**src/rtl/pipe_stage_reg.sv**
```systemverilog
// Reusable pipeline stage register: valid/ready handshake, flush, saturating stall counter.
// Define PIPE_STAGE_SKID_EN to add a one-entry skid buffer and a registered ready_o.
module pipe_stage_reg #(
    parameter int CTRL_W = 6,
    parameter int DATA_W = 128,
    parameter int CNT_W  = 16
) (
    input  logic              clk_i,
    input  logic              rst_i,
    input  logic              flush_i,
    input  logic              valid_i,
    output logic              ready_o,
    input  logic [CTRL_W-1:0] ctrl_i,
    input  logic [DATA_W-1:0] data_i,
    output logic              valid_o,
    input  logic              ready_i,
    output logic [CTRL_W-1:0] ctrl_o,
    output logic [DATA_W-1:0] data_o,
    output logic [CNT_W-1:0]  stall_cnt_o
);

    logic              m_valid_q, m_valid_d;
    logic [CTRL_W-1:0] m_ctrl_q, m_ctrl_d;
    logic [DATA_W-1:0] m_data_q, m_data_d;
    logic [CNT_W-1:0]  stall_cnt_q, stall_cnt_d;
    logic              in_xfer;
    logic              out_xfer;

    assign out_xfer = m_valid_q & ready_i;

`ifdef PIPE_STAGE_SKID_EN
    logic              s_valid_q, s_valid_d;
    logic [CTRL_W-1:0] s_ctrl_q, s_ctrl_d;
    logic [DATA_W-1:0] s_data_q, s_data_d;

    // ready_o comes straight from a flop so no path runs back from ready_i
    assign ready_o = ~s_valid_q;
    assign in_xfer = valid_i & ready_o;

    always_comb begin
        m_valid_d = m_valid_q;
        m_ctrl_d  = m_ctrl_q;
        m_data_d  = m_data_q;
        s_valid_d = s_valid_q;
        s_ctrl_d  = s_ctrl_q;
        s_data_d  = s_data_q;
        if (flush_i) begin
            m_valid_d = 1'b0;
            s_valid_d = 1'b0;
        end else if (s_valid_q) begin
            // S is only occupied while M is valid, so ready_i alone drains M
            if (ready_i) begin
                m_ctrl_d  = s_ctrl_q;
                m_data_d  = s_data_q;
                s_valid_d = 1'b0;
            end
        end else if (in_xfer) begin
            if (!m_valid_q || ready_i) begin
                m_valid_d = 1'b1;
                m_ctrl_d  = ctrl_i;
                m_data_d  = data_i;
            end else begin
                s_valid_d = 1'b1;
                s_ctrl_d  = ctrl_i;
                s_data_d  = data_i;
            end
        end else if (out_xfer) begin
            m_valid_d = 1'b0;
        end
    end

    always_ff @(posedge clk_i or posedge rst_i) begin
        if (rst_i) begin
            s_valid_q <= 1'b0;
            s_ctrl_q  <= '0;
            s_data_q  <= '0;
        end else begin
            s_valid_q <= s_valid_d;
            s_ctrl_q  <= s_ctrl_d;
            s_data_q  <= s_data_d;
        end
    end
`else
    assign ready_o = ready_i | ~m_valid_q;
    assign in_xfer = valid_i & ready_o;

    always_comb begin
        m_valid_d = m_valid_q;
        m_ctrl_d  = m_ctrl_q;
        m_data_d  = m_data_q;
        if (flush_i) begin
            m_valid_d = 1'b0;
        end else if (in_xfer) begin
            m_valid_d = 1'b1;
            m_ctrl_d  = ctrl_i;
            m_data_d  = data_i;
        end else if (out_xfer) begin
            m_valid_d = 1'b0;
        end
    end
`endif

    always_comb begin
        stall_cnt_d = stall_cnt_q;
        if (m_valid_q && !ready_i && !flush_i && (stall_cnt_q != {CNT_W{1'b1}})) begin
            stall_cnt_d = stall_cnt_q + CNT_W'(1);
        end
    end

    always_ff @(posedge clk_i or posedge rst_i) begin
        if (rst_i) begin
            m_valid_q   <= 1'b0;
            m_ctrl_q    <= '0;
            m_data_q    <= '0;
            stall_cnt_q <= '0;
        end else begin
            m_valid_q   <= m_valid_d;
            m_ctrl_q    <= m_ctrl_d;
            m_data_q    <= m_data_d;
            stall_cnt_q <= stall_cnt_d;
        end
    end

    assign valid_o     = m_valid_q;
    assign ctrl_o      = m_ctrl_q & {CTRL_W{m_valid_q}};
    assign data_o      = m_data_q;
    assign stall_cnt_o = stall_cnt_q;

endmodule
```
**config.mk**
```make
export PLATFORM = sky130hd
export DESIGN_NAME = pipe_stage_reg
export DESIGN_NICKNAME = d
export VERILOG_FILES = /design/src/rtl/pipe_stage_reg.sv
export SDC_FILE = /design/constraint.sdc
export NUM_CORES = 1
export LEC_CHECK = 0
export ABC_CLOCK_PERIOD_IN_PS = 7350
export CAP_MARGIN = 20
export CORE_MARGIN = 2
export CORE_UTILIZATION = 45
export CTS_BUF_LIST = sky130_fd_sc_hd__clkbuf_4
export DETAILED_ROUTE_END_ITERATION = 8
export PLACE_DENSITY = 0.93
export SLEW_MARGIN = 20
export SYNTH_ARGS = -nofsm -noshare
export SYNTH_HDL_FRONTEND = slang
export SYNTH_SLANG_ARGS = --single-unit
export TNS_END_PERCENT = 1
```
**constraint.sdc**
```tcl
create_clock -name clk_i -period 7.35 [get_ports clk_i]
set_clock_uncertainty 0.2 [all_clocks]
set_input_delay 1.1025 -clock clk_i [delete_from_list [all_inputs] [get_ports clk_i]]
set_output_delay 1.1025 -clock clk_i [all_outputs]
set_load 0.05 [all_outputs]
```
Yosys cells after proc, flatten, opt, wreduce, memory -nomap -nowiden

Index checks and enable logic that the tools add are counted.

Add/subtract/negate cells: 1
Equal/unequal tests: 1
Mux-type cells: 3
Bitwise gates (word level): 6
Reductions and logical operators: 7

Operators by type and width:

| kind                                                            | count |
|---|---|
| 16-bit by 1-bit adder with 16-bit output, second input constant | 1 |
| 16-bit inequality test, second input constant                   | 1 |
| 6-bit AND                                                       | 1 |
| 1-bit logical AND                                               | 3 |
| 1-bit 2-to-1 mux                                                | 3 |
| 3-bit nonzero test                                              | 1 |
| 1-bit AND                                                       | 2 |
| 1-bit logical NOT                                               | 2 |
| 1-bit inverter                                                  | 2 |
| 2-bit AND reduction                                             | 1 |
| 1-bit OR                                                        | 1 |

Register bits: 151
Input port bits: 139
Output and inout bits: 152
Logic and storage cells: 22

Logic depth before layout (Yosys ltp)

Depth in word-level cells: 5
Mapped depth: 6

Least setup slack after synthesis

No wires, ideal clock.

Path type: input -> output
From: input port ready_i
To: output port ready_o
Arrival: 1496 ps
Data required time: 6048 ps
Path slack: 4552 ps
Stages: 2
Buffers on the path: 0
Path through: nor2b_1 -> inv_1

Longest elaborated chain between the ends: 1

Ends and longest elaborated chain:

| item        | line | text |
|---|---|---|
| from (decl) | 16   | `input logic ready_i,` |
| 1-bit OR    | 84   | `assign ready_o = ready_i \| ~m_valid_q;` |
| to (decl)   | 12   | `output logic ready_o,` |

No other way between the ends.

Worst setup path after layout

Same ends and word-level chain as after synthesis.

==> impl_metrics.env <==
export IMPL_post_cts_resized=0
export IMPL_endpoint_kind="primary output"
export IMPL_cts_hold_buf=0
export IMPL_crit_chain="clkdlybuf4s50_1 -> nor2b_1 -> inv_1 -> clkdlybuf4s50_1"
export IMPL_seqPwrFrac_pct=40.6
export IMPL_crit_path_frequent_cell="clkdlybuf4s50_1"
export IMPL_die_h_um=118
export IMPL_hold_slack_ns=0.313
export IMPL_slew_headroom_pct=36.8
export IMPL_yosys_warnings=0
export IMPL_ys_ff_latch=151
export IMPL_placementRows=41
export IMPL_power_density_nw_per_um2=282
export IMPL_crit_path_max_incr_delay_ns=0.71
export IMPL_dp_cells=822
export IMPL_finalCriticalPeriod_ns=3.86
export IMPL_clock_power_share_pct=19.3
export IMPL_grt_overflow=0
export IMPL_drtPass1Iterations=4
export IMPL_hpwl_um=12000
export IMPL_syn_to_final_growth_pct=57.4
export IMPL_fin_setup_tns_ns=0
export IMPL_antenna_found_initial=1
export IMPL_swShare_pct=39.3
export IMPL_fillers=819
export IMPL_clk_pin_slew_ns=0.12
export IMPL_tightest_slew_ns=0.948
export IMPL_max_freq_ghz=0.259
export IMPL_p_comb_share_pct=40.2
export IMPL_initial_core_util_pct=46.1
export IMPL_io_pin_count=291
export IMPL_vias=4251
export IMPL_cp_max_fo=3
export IMPL_die_area_um2=13900
export IMPL_cts_tree="done"
export IMPL_cts_root_buf="clkbuf_4"
export IMPL_ant_nets=0
export IMPL_fin_crit_sh_pct=52.5
export IMPL_clock_path_buffers=2
export IMPL_drt_total_wl_um=15900
export IMPL_rsz0062_at_grt="false"
export IMPL_crit_type="input port to primary output"
export IMPL_grt_pass1_vias=4574
export IMPL_synth_area_per_cell_um2=15.7
export IMPL_cts_max_level=4
export IMPL_numClockSinks=151
export IMPL_grt_util_all_layers_pct=23.8
export IMPL_p_leak_nw=3.77
export IMPL_ys_seq_area_share_pct=64.7
export IMPL_wl_per_cell_um=18.6
export IMPL_drt_iter0_drc=276
export IMPL_critPathSlowestCell="clkdlybuf4s50_1"
export IMPL_nNetsFinal=809
export IMPL_intPower_mw=1.57
export IMPL_clk_latency_ns=0.54
export IMPL_cts_setup_buffers=0
export IMPL_via_per_inst=4.97
export IMPL_cp_required_ns=6.05
export IMPL_cts_buffers=17
export IMPL_synthCells=373
export IMPL_finalSetupViolations=0
export IMPL_drc_errors=0
export IMPL_cp_start_kind="input port"
export IMPL_p_switching_mw=1.02
export IMPL_drv_cap=0
export IMPL_die_w_um=118
export IMPL_fp_coreArea_um2=12700
export IMPL_arrival_ns=2.55
export IMPL_holdCritPathClass="flop to flop"
export IMPL_grt_pass1_wl_um=25500
export IMPL_numPortBuffers=290
export IMPL_status="finished, final reports clean"
export IMPL_instances_no_fill=855
export IMPL_finalHoldViolCount=0
export IMPL_syn_nets=513
export IMPL_maxSlewViolCount=0
export IMPL_peakVddDrop_v=0.000208
export IMPL_synthDistinctLibCells=30
export IMPL_place_congestion=0.862
export IMPL_layout_drive_gt1_share_pct=26.0
export IMPL_grt_max_degree=99
export IMPL_netlist_area_um2=5840
-- synthesized netlist by cell type (all sizes together) --
cell type	count	area [um^2]
and4	1	8.76
mux2	136	1540
dfrtp	151	3780
a211oi	1	7.51
a21oi	3	15.0
and2	7	46.3
nor3	7	35.0
a31oi	2	12.5
inv	2	7.51
or3	1	11.3
nor2b	2	12.5
clkbuf	5	20.0
buf	11	55.1
xor2	3	26.3
xnor2	8	70.1
a41oi	1	8.76
nand2	5	18.8
ha	1	12.5
and3	4	26.3
nor3b	1	7.51
nand3	7	35.0
or4	1	7.51
nand4	6	52.6
nor2	6	22.5
or3b	1	8.76
-- metal layers --
layer  up-vias  routed length (um)  GRT usage (%)
li1       1920                   -              -
met4         0                 327           9.49
met5         -                   0              0
met2       211                8160           41.3
met1      2096                6080           26.2
met3        24                1370           9.11
-- stage by stage --
step / power (mW) / cell area (um^2) / util [%] / setup WS, ns
after floorplan: 1.70 / 5840 / - / 1.98
after global placement: 2.09 / 8920 / 70.4 / 3.52
after detailed placement: 2.12 / 8920 / 70.4 / 3.51
after CTS: 2.62 / 9190 / 72.5 / 3.50
after global routing: 2.69 / 9200 / 72.6 / 3.42
final: 2.59 / 9200 / 72.6 / 3.49
-- cells in the final DEF (no fill, tap or decap), types with 4 or more instances in the layout --
cell type,Yosys,final
and2_1,6,6
clkbuf_4,0,19
clkdlybuf4s50_1,0,290
clkinv_2,0,4
dfrtp_1,151,151
mux2_2,135,135
nand2_1,5,5
nand3_1,7,7
nand4_1,5,5
nor2_1,6,6
nor3_1,7,7
xnor2_1,8,8
-- sequential cells by signal (all words and copies together), names as in the netlist --
name and count:
data_o 128, stall_cnt_o 16, m_ctrl_q 6, valid_o 1
-- path summary, 6_finish.rpt --
path / start / to / slack (ns) / cells after the start
worst min register to register: m_ctrl_q[2] / m_ctrl_q[2] / 0.31 / 1
worst max-delay path: ready_i / ready_o / 3.49 / 4
worst min-delay path: m_ctrl_q[2] / m_ctrl_q[2] / 0.31 / 1
min in group asynchronous: rst_i / data_o[123] / 0.89 / 2
max in group asynchronous: rst_i / data_o[63] / 4.83 / 3
worst max register to register: valid_o / data_o[102] / 4.90 / 4
-- layout make-up --
cell class,count,area (um^2),share of cell area (%)
Antenna cell,1,2.50,0.0272
Clock buffer,19,143,1.55
Clock inverter,13,133,1.44
Inverter,2,12.5,0.136
Multi-Input combinational cell,204,1990,21.6
Sequential cell,151,3780,41.1
Tap cell,172,215,2.34
Timing Repair Buffer,293,2930,31.8
-- critical path, delay by kind of cell --
family	cells	cell delay (ns)
buffers and inverters	3	1.22
and+or+nand+nor	1	0.23
-- power groups by stage --
| stage | Sequential, mW | Clock [mW] | Combinational [mW] |
|---|---|---|---|
| after global placement | 1.06 | 0 | 1.03 |
| after CTS | 1.05 | 0.515 | 1.05 |
| after detailed placement | 1.07 | 0 | 1.05 |
| after global routing | 1.07 | 0.548 | 1.08 |
| after floorplan | 1.52 | 0 | 0.178 |
| final | 1.05 | 0.499 | 1.04 |
-- kinds of logic after synthesis --
| kind of cell | count (synthesis) | share of synthesized area [%] |
|---|---|---|
| compound gates | 7 | 0.750 |
| xor+xnor | 11 | 1.65 |
| fa+ha+maj | 1 | 0.214 |
| buf+inv | 18 | 1.41 |
| flops | 151 | 64.7 |
| mux | 136 | 26.3 |
| simple gates | 49 | 5.01 |
No activity file was read; power rests on OpenSTA's default activity.
